`config.mk`:
```
export PLATFORM = sky130hd
export DESIGN_NAME = display_refresh
export DESIGN_NICKNAME = d
export VERILOG_FILES = /design/src/rtl/display_refresh.sv
export SDC_FILE = /design/constraint.sdc
export NUM_CORES = 1
export LEC_CHECK = 0
export CORE_ASPECT_RATIO = 1.2
export CORE_MARGIN = 8
export CORE_UTILIZATION = 50
export CTS_CLUSTER_DIAMETER = 150
export DETAILED_ROUTE_END_ITERATION = 7
export PLACE_DENSITY_LB_ADDON = 0.12
export SLEW_MARGIN = 20
export SYNTH_ARGS = -nofsm -noshare
export SYNTH_HDL_FRONTEND = slang
export SYNTH_SLANG_ARGS = --single-unit
```
`constraint.sdc`:
```
create_clock -name Clk -period 2.7 [get_ports Clk]
set_input_delay 0.54 -clock Clk [delete_from_list [all_inputs] [get_ports Clk]]
set_output_delay 0.54 -clock Clk [all_outputs]
set_load 0.01 [all_outputs]
```
`src/rtl/display_refresh.sv`:
```
// display_refresh: four-digit 7-segment refresh scanner with frame-synchronised digit updates
module display_refresh #(
  parameter int DIV = 50000
) (
  input  logic        Clk,
  input  logic        Reset,
  input  logic        Enable,
  input  logic        Update,
  input  logic [15:0] Digits,
  input  logic [3:0]  Blank,
  output logic [1:0]  Sel,
  output logic        Tick,
  output logic [6:0]  Seg,
  output logic        Busy
);
  localparam logic [15:0] LAST = 16'(DIV - 1);
  logic [15:0] p;
  logic [15:0] staging;
  logic [15:0] shadow;
  logic        frame;
  logic [3:0]  code;
  assign Tick  = Enable && (p == LAST);
  assign frame = Tick && (Sel == 2'd3);
  assign code  = shadow[{Sel, 2'b00} +: 4];
  // Prescaler, digit scan and the staging/shadow handoff that only swaps digits between frames
  always_ff @(posedge Clk or posedge Reset) begin
    if (Reset) begin
      p       <= '0;
      Sel     <= '0;
      staging <= '0;
      shadow  <= '0;
      Busy    <= 1'b0;
    end else begin
      if (Enable) p <= (p == LAST) ? '0 : p + 16'd1;
      if (Tick) Sel <= Sel + 2'd1;
      if (Update) staging <= Digits;
      if (frame) begin
        if (Update) shadow <= Digits;
        else if (Busy) shadow <= staging;
        Busy <= 1'b0;
      end else if (Update) begin
        Busy <= 1'b1;
      end
    end
  end
  // Active-low segment decode of the selected digit; blanked or non-decimal codes stay dark
  always_comb begin
    Seg = 7'b1111111;
    if (!Blank[Sel]) begin
      case (code)
        4'd0: Seg = 7'b1000000;
        4'd1: Seg = 7'b1111001;
        4'd2: Seg = 7'b0100100;
        4'd3: Seg = 7'b0110000;
        4'd4: Seg = 7'b0011001;
        4'd5: Seg = 7'b0010010;
        4'd6: Seg = 7'b0000010;
        4'd7: Seg = 7'b1111000;
        4'd8: Seg = 7'b0000000;
        4'd9: Seg = 7'b0010000;
        default: Seg = 7'b1111111;
      endcase
    end
  end
endmodule

```
## After elaboration in Yosys (flattened, before gate mapping)

Memories as Yosys holds them, arrays and structs flattened.
Cells that the tools add are included.

- Register bits: 51
- Bits in latches: 0
- Memory bits (writable): 0
- Memory bits (read-only): 112
- Input bits: 24
- Output and inout bits: 11
- Logic and storage cells: 25
- Memories: 1

- Add/sub/neg operators: 2
- Multiply operators: 0
- Divide/modulo/power cells: 0
- Magnitude comparators: 1
- Eq/ne operators: 2
- Shift operators: 1
- Muxes and demuxes: 8
- Bitwise gates (word level): 0
- Reductions and logical operators: 5

Memories:

| name | words | width | rd ports | clocked after memory_dff | write ports | line | source |
|---|---|---|---|---|---|---|---|
| (no name shown) | 16 | 7 | 1 | 0 | 0 | 50 | `case (code)` |

Operators with widths:

| cell | number |
|---|---|
| 16-bit two-way mux | 3 |
| 16-bit by 1-bit adder with 16-bit output, second input constant | 1 |
| 16-bit equality test, second input constant | 1 |
| 16-bit by 5-bit indexed part select with 4-bit output | 1 |
| 7-bit two-way mux | 1 |
| 2-bit nonzero test | 2 |
| 2-bit by 3-bit < comparator with 1-bit output, second input constant | 1 |
| 1-bit two-way mux | 3 |
| 2-bit by 1-bit adder with 2-bit output, second input constant | 1 |
| 1-bit binary-select mux with 2-bit select | 1 |
| 2-bit equality test, second input constant | 1 |
| 1-bit logical AND | 2 |
| 2-bit AND reduction | 1 |

## Depth between registers and ports, before layout

Gate-level depths: netlist of the first run.

- Depth in word-level cells: 4
- Mapped depth: 8
- Mapped depth without buffers: 7

## Worst setup path before layout of the first run

No wires, ideal clock.

- Path kind: reg-to-output
- Start point: register Sel[0]
- End point: output Seg[4]
- Data arrival time: 1972 ps
- Required time: 2160 ps
- Path slack: 188 ps
- Cell stages (with the launch flop): 9
- Buffers on the path: 1
- Cells stage by stage: dfrtp_1 > buf_2 > mux4_2 > inv_1 > ha_1 > inv_1 > mux2i_1 > mux2i_1 > or2_2

- Cells in the longest elaborated chain, start to end: 3
- Elaborated cells on any way between the ends: 5
- Those cells by class: 1 x shift; 3 x mux; 1 x memory

RTL lines:

| element | line | source |
|---|---|---|
| from (decl) | 11 | `output logic [1:0] Sel,` |
| from (signal assigned) | 35 | `if (Tick) Sel <= Sel + 2'd1;` |
| 16-bit by 5-bit indexed part select with 4-bit output / 1-bit binary-select mux with 2-bit select (equally long branches) | 24, 49 |  |
| memory 16 x 7 bit / 1-bit two-way mux (equally long branches) | n/a |  |
| 7-bit two-way mux * | 49 | `if (!Blank[Sel]) begin` |
| to (decl) | 13 | `output logic [6:0] Seg,` |

Mark *: on every way between the ends. The rest lies on a longest branch, timed or not. The select of a mux whose other input is x is not followed.

## Final worst setup path of the first run

Same ends and word-level chain as after synthesis.

==> results.tsv, run 1 <==
stage	metric	value	unit
yosys	synth-simple-area-share	10.72	%
yosys	yosys.area_share.xor_xnor	4.691	%
route	detail_route.wirelength	5137	um
cts	worstSkewPairLatency	0.30	ns
cells_and_area	layout-drive-gt1-share	33.47	%
worst_setup_path	worstPathRequired	2.16	ns
cts	clockRootBuffer	clkbuf_8	
yosys	syn_area	0.002427	mm^2
sta	worstMarginPinSlew	0.3956	ns
worst_setup_path	crit_fanout	3	
worst_hold_path	hp-class	reg -> reg	
run_status	status	complete, no violations	
worst_setup_path	crit_slowest_cell	mux4_2	
route	dr.pass1.iters	4	
sta	period_needed	2.645	ns
die	io_pins	35	
cells_and_area	final_common_cell	dfrtp_1	
cells_and_area	fin_area	0.003107	mm^2
yosys	avgSynthCellArea	12.91	um^2
sta	fin_worst_skew	0.008255	ns
power	internal_power	1.191	mW
worst_setup_path	end_kind	output pin	
power	leakage	1.441	nW
yosys	synth_cell_types	34	
cells_and_area	final_cell_mix	50 x dfrtp_1, 26 x clkdlybuf4s50_1, 24 x mux2_2, 21 x buf_4, 12 x nor2_1	
sta	grt_setup_unrepaired	yes	
worst_setup_path	path_cells	mux4_2 -> inv_4 -> ha_4 -> inv_2 -> mux2i_1 -> mux2i_1 -> or2_4 -> buf_6	
worst_setup_path	crit_buf_inv	3	
worst_setup_path	cp.arrival	2.10	ns
power	p_per_area	512.1	mW/mm^2
global_routing	grt_pass1_vias	1815	
yosys	synth_seq_area_share	52.58	%
worst_setup_path	cpMostUsedCell	mux2i_1	
global_routing	grt_pass1_wl	8783	um
placement	gp_congestion	0.7689	
yosys	synth_compound_area_share	2.680	%
yosys	synth_fa_ha_area_share	3.608	%
global_routing	grt.overflow.total	0	
power	p_switching	0.4000	mW
route	viasPerCell	5.325	
worst_setup_path	cp_top_family	multiplexers	
cts	clk_path_buf_depth	2	
flow_run	cap_violations	0	
worst_setup_path	cp_slowest_stage_delay	0.56	ns
global_routing	grt_antenna_before_repair	0	
die	placementRows	28	
cts	cts_buffers	5	
power	combPwrFrac	14.3	%
sta	fin_crit_sh	97.95	%
power	p_total	1.591	mW
worst_setup_path	reg2reg_slack	0.33	ns
global_routing	grt_usage	15.04	%
route	drc	0	
placement	place_hpwl	3862	um
power	p_clk_share	29.0	%
sta	slew_headroom	73.59	%
yosys	ys_ff_latch	51	
sta	setup_viol	0	
sta	fmax	0.3781	GHz
sta	finalHoldViolCount	0	
power	seqPwrFrac	56.6	%
placement	port_buffers	34	
die	dieArea	0.007350	mm^2
cts	htreeDepth	2	
yosys	synth_top_family_by_area	multiplexers	
power	peakVddDrop	454.6	uV
route	antenna_left	0	
worst_setup_path	start_kind	register	
placement	placed_cells	291	
worst_setup_path	path_class	reg -> out	
die	initial_utilization	50.57	%
route	vias	1624	
cells_and_area	layout.cells.non_filler	305	
global_routing	grt_start_max_net_pins	36	
cts	tritoncts	built	
yosys	synth_nets	219	
sta	drv_slew	0	
placement	place_area	0.002944	mm^2
yosys	muxShareOfSynthArea	22.89	%
sta	setup_tns	0	ns
route	routedWlPerCell	16.84	um
yosys	synth-warning-count	0	
cells_and_area	n_antenna_cell	0	
cells_and_area	areaGrowthSynthToFinish	27.99	%
route	drt-initial-drc-count	80	
die	core-area	0.004800	mm^2
cts	cts_sinks	51	
cts	cts.reportedPaths.clkPinSlew	0.09	ns
die	die_y	92.33	um
power	swShare	25.14	%
die	fp.dieW	79.61	um
yosys	syn_inst	188	
cells_and_area	nets	275	
==> flip-flops by register name (all words and copies together), names as in the netlist <==
register,flops
Busy,1
p,16
staging,16
shadow,16
Sel,2
==> stage by stage <==
stage	setup WS, ns	util [%]	hold WS (ns)
after global routing	-0.04817	64.73	0.5018
after global placement	-0.1208	61.34	0.4646
after CTS	-0.03591	64.52	0.4944
after detailed placement	-0.2026	61.34	0.4743
final	0.05544	64.73	0.4872
after floorplan	0.1881	-	0.4415
==> synth_stat cells <==
master / instances / area, um^2
a21oi_1: 4 / 20.02
and3_1: 3 / 18.77
and3b_1: 1 / 8.760
and4_1: 1 / 8.760
buf_2: 1 / 5.000
buf_4: 1 / 7.510
buf_6: 1 / 11.26
clkbuf_1: 6 / 22.52
dfrtp_1: 51 / 1276
ha_1: 7 / 87.58
inv_1: 6 / 22.52
mux2_1: 10 / 112.6
mux2_2: 24 / 270.3
mux2i_1: 6 / 60.06
mux4_2: 5 / 112.6
nand2_1: 7 / 26.28
nand2b_1: 1 / 6.260
nand3_1: 3 / 15.01
nand4_1: 5 / 31.28
nand4b_1: 1 / 8.760
nor2_1: 14 / 52.55
nor2b_1: 1 / 6.260
nor3_1: 1 / 5.000
nor4_4: 1 / 21.27
nor4b_1: 1 / 8.760
o21a_1: 1 / 7.510
o21ai_0: 6 / 30.03
o31ai_1: 1 / 7.510
or2_2: 1 / 6.260
or3_1: 2 / 12.51
or4b_1: 1 / 10.01
or4b_4: 1 / 13.76
xnor2_1: 4 / 35.03
xor2_1: 9 / 78.83
==> layout make-up <==
cell class                 count  area [um^2]
clock buffer                   8        100.1
tap                           60        75.07
timing repair buffer          58        510.5
sequential                    51         1277
multi-input combinational    122         1119
inverter                       6        25.02
fill                         361         1693
==> logic make-up (layout without fill, tap and decap cells) <==
logic type	count (synthesis)	after routing
flops	51	51
mux	45	45
simple gates	45	45
buf+inv	15	72
xor+xnor	13	13
compound gates	12	12
fa+ha+maj	7	7
==> timing repair <==
action,in CTS,in global routing
hold buffers,0,0
buffers inserted,5,2
cloned,0,0
resized for setup,41,10
endpoints found under the setup margin,8,7
pin swaps,3,3
==> power by group through the flow <==
stage	registers, mW	logic [mW]	clock network [mW]
after floorplan	0.898	0.143	0
after global placement	0.908	0.211	0
after detailed placement	0.916	0.233	0
after CTS	0.900	0.233	0.486
after global routing	0.907	0.256	0.510
final	0.901	0.228	0.462
==> final timing paths <==
kind                       cells after the start   start    endpoint
max in group asynchronous                      3   Reset      Sel[0]
min in group asynchronous                      2   Reset       p[13]
hold reg to reg                                1   p[15]       p[15]
hold / removal                                 1   p[15]       p[15]
setup reg to reg                               6    p[4]  shadow[12]
setup / recovery                               8  Sel[0]      Seg[4]
==> routing by layer <==
layer	wire, um	global-route usage, %
met5	0	0
met4	38	5.573
met3	223	3.682
met2	2849	27.37
met1	2026	16.15
(Power assumes the default switching activity.)
==> run 2: changes to the inputs <==
--- a/config.mk
+++ b/config.mk
@@ -5,9 +5,10 @@
 export SDC_FILE = /design/constraint.sdc
 export NUM_CORES = 1
 export LEC_CHECK = 0
+export ABC_AREA = 1
 export CORE_ASPECT_RATIO = 1.2
 export CORE_MARGIN = 8
-export CORE_UTILIZATION = 50
+export CORE_UTILIZATION = 49
 export CTS_CLUSTER_DIAMETER = 150
 export DETAILED_ROUTE_END_ITERATION = 7
 export PLACE_DENSITY_LB_ADDON = 0.12
==> results.tsv, run 2 <==
stage	metric	value	unit	change
sta	slew_headroom	57.30	%	-16 points
global_routing	grt_pass1_vias	2294		+26%
yosys	synth_edf_count	0		unchanged
power	peakVddDrop	384.0	uV	-16%
yosys	ys_ff_latch	51		unchanged
die	die_y	98.37	um	+6.5%
power	p_total	1.803	mW	+13%
worst_hold_path	worstHoldStart	staging[4]		
worst_setup_path	path_cells	buf_4 -> nand2_1 -> nand3_1 -> nand2_2 -> a21oi_2 -> nor2_2 -> buf_4 -> nand2_1 -> dlygate4sd2_1		
route	routedWlPerCell	12.97	um	-23%
worst_setup_path	crit_slowest_cell	dfrtp_2		
cells_and_area	reg_top3	p x16, shadow x16, staging x16		
worst_setup_path	crit_buf_inv	3		unchanged
global_routing	grt_usage	15.16	%	+0.12 points
sta	fmax	0.4067	GHz	+7.5%
sta	setup_viol	0		unchanged
global_routing	grt.overflow.total	0		unchanged
sta	finalHoldViolCount	0		unchanged
cts	worstSkewPairLatency	0.30	ns	about the same
cells_and_area	n_antenna_cell	0		unchanged
die	placementRows	30		+7.1%
cells_and_area	layout-drive-gt1-share	13.09	%	-20 points
yosys	post-synth-top-count-cell	nand2_1		
cts	cts.reportedPaths.clkPinSlew	0.09	ns	about the same
cells_and_area	nets	412		+50%
cells_and_area	fin_area	0.003308	mm^2	+6.5%
power	leakage	1.722	nW	+19%
die	dieArea	0.008325	mm^2	+13%
cells_and_area	areaGrowthSynthToFinish	19.42	%	
worst_setup_path	reg2reg_from	p[0]		
yosys	async_flop_share	100.0	%	unchanged
yosys	synthTopCellsByCount	133 x nand2_1, 51 x dfrtp_1, 24 x inv_1, 21 x nand3_1, 21 x nand4_1		
die	io_pins	35		unchanged
route	wl_met3	240	um	+7.6%
cts	clockRootBuffer	clkbuf_8		
die	initial_utilization	49.86	%	-0.71 points
cts	cts_buffers	5		unchanged
route	vias	2249		+38%
yosys	syn_area	0.002770	mm^2	+14%
route	met2_length	3081	um	+8.1%
cells_and_area	final_common_cell	nand2_1		
yosys	synth-simple-area-share	37.26	%	+27 points
worst_setup_path	reg2reg_slack	1.07	ns	+0.74 ns
yosys	synth_compound_area_share	2.936	%	+0.26 points
global_routing	grt_start_max_net_pins	52		+44%
yosys	synth_nets	373		+70%
sta	fin_crit_sh	91.07	%	-6.9 points
worst_setup_path	ff2ff_path_depth	8		+2
route	top_layer	met4		
yosys	yosys.area_share.xor_xnor	3.162	%	-1.5 points
global_routing	grt_pass1_wl	10340	um	+18%
route	drc	0		unchanged
placement	gp_congestion	0.8314		+8.1%
yosys	avgSynthCellArea	8.100	um^2	-37%
power	p_per_area	545.0	mW/mm^2	+6.4%
cts	tritoncts	built		
die	core-area	0.005555	mm^2	+16%
worst_setup_path	end_kind	output pin		
route	antenna_left	0		unchanged
cells_and_area	layout.cells.non_filler	446		+46%
worst_setup_path	path_class	reg -> out		
yosys	synth_top_family_by_area	simple AND/OR/NAND/NOR gates		
yosys	muxShareOfSynthArea	0	%	-23 points
placement	place_area	0.003159	mm^2	+7.3%
die	fp.dieW	84.64	um	+6.3%
yosys	netlist.area_leader.share	46.07	%	-6.5 points
worst_hold_path	hold-path-cell-count	2		+1
yosys	synth_top_area_cell	dfrtp_1		
route	drt-initial-drc-count	114		+43%
placement	place_hpwl	4406	um	+14%
placement	dp_slack	0.1356	ns	+0.3381 ns
worst_setup_path	cp.arrival	1.92	ns	-0.18 ns
route	wl_met1	2324	um	+15%
yosys	synth_cell_types	28		-18%
yosys	synth_ff_type	dfrtp_1		
yosys	synth-warning-count	0		unchanged
run_status	status	complete, no violations		
placement	port_buffers	34		unchanged
cells_and_area	final_cell_mix	130 x nand2_1, 49 x dfrtp_1, 27 x clkdlybuf4s50_1, 22 x inv_1		
yosys	synth_seq_area_share	46.07	%	-6.5 points
sta	setup_tns	0	ns	unchanged
sta	drv_slew	0		unchanged
placement	placed_cells	435		+49%
global_routing	grt_antenna_before_repair	0		unchanged
sta	grt_setup_unrepaired	no		
yosys	netlist_top_cells_area	dfrtp_1 46%, nand2_1 18%, nand4_1 4.7%		
route	detail_route.wirelength	5786	um	+13%
sta	fin_worst_skew	0.009263	ns	+0.001008 ns
cts	cts_sinks	51		unchanged
sta	worst_slack	0.2411	ns	+0.1856 ns
yosys	synth_fa_ha_area_share	3.162	%	-0.45 points
sta	worstMarginPinSlew	0.6405	ns	+0.2449 ns
worst_hold_path	min_to	staging[4]		
route	dr.pass1.iters	4		unchanged
worst_setup_path	worstPathRequired	2.16	ns	about the same
flow_run	cap_violations	0		unchanged
worst_setup_path	rr_endpoint	shadow[2]		
worst_setup_path	start_kind	register		
cts	htreeDepth	2		unchanged
worst_setup_path	crit_fanout	8		+5
cts	clk_path_buf_depth	2		unchanged
yosys	syn_inst	342		+82%
worst_setup_path	cp_top_family	buffers and inverters		
sta	period_needed	2.459	ns	-0.1856 ns
worst_setup_path	cp_slowest_stage_delay	0.48	ns	-0.08 ns
route	viasPerCell	5.043		-5.3%
worst_hold_path	hp-class	reg -> reg		
## run 2: worst max path at each step
stage / to / slack [ns] / from / depth (start not counted)
detailed placement: Seg[6] / 0.14 / Blank[2] / 6
floorplan: Seg[5] / 0.72 / Sel[0] / 8
finish: Seg[0] / 0.24 / Sel[0] / 9
CTS: Seg[2] / 0.0007 / Sel[0] / 8
global placement: Seg[6] / 0.16 / Blank[2] / 6
global route: Seg[3] / 0.05 / Sel[0] / 9
## run 2: report_power, final
part	leakage, nW	internal, mW	switching, mW
registers	0.641	0.850	0.0887
logic	1.03	0.152	0.238
clock network	0.0505	0.233	0.241
total	1.72	1.24	0.568
## run 2: per-layer routing
metal	global-route usage, %	vias up
met3	3.950	14
met2	27.26	27
met5	0	-
li1	-	1169
met1	16.27	1039
met4	6.319	0
## run 2: cell families after synthesis
kind of cell,after synthesis
AOI/OAI and AO/OA,14
xor gates and xnor gates,10
adders and majority gates,7
buffers and inverters,44
DFF,51
and+or+nand+nor,216
## run 2: per-stage QoR
step | hold WS, ns | utilization (%)
floorplan | 0.4382 | -
global placement | 0.4535 | 56.87
detailed placement | 0.4589 | 56.87
CTS | 0.4804 | 59.12
global route | 0.4999 | 59.55
finish | 0.4731 | 59.55
## run 2: area by class of cell
cell class,instances,area [um^2]
Inverter,32,123.9
Clock buffer,7,96.34
Clock inverter,1,7.507
Tap cell,64,80.08
Sequential cell,51,1279
Multi-Input combinational cell,247,1300
Fill cell,525,2247
Timing Repair Buffer,44,421.7
## run 2: worst min-delay path: cells and delay by family, from the launching register on
kind | cells | cell delay [ns]
simple gates | 2 | 0.12
flops | 1 | 0.33
## run 2: timing repair
| item | CTS | global route |
|---|---|---|
| cloned | 0 | 0 |
| buffers inserted | 2 | 1 |
| endpoints found under the setup margin | 7 | 5 |
| pin swaps | 0 | 1 |
| gates resized for setup | 9 | 6 |
| hold buffers | 0 | 0 |
| endpoints found under the hold margin | 0 | 0 |
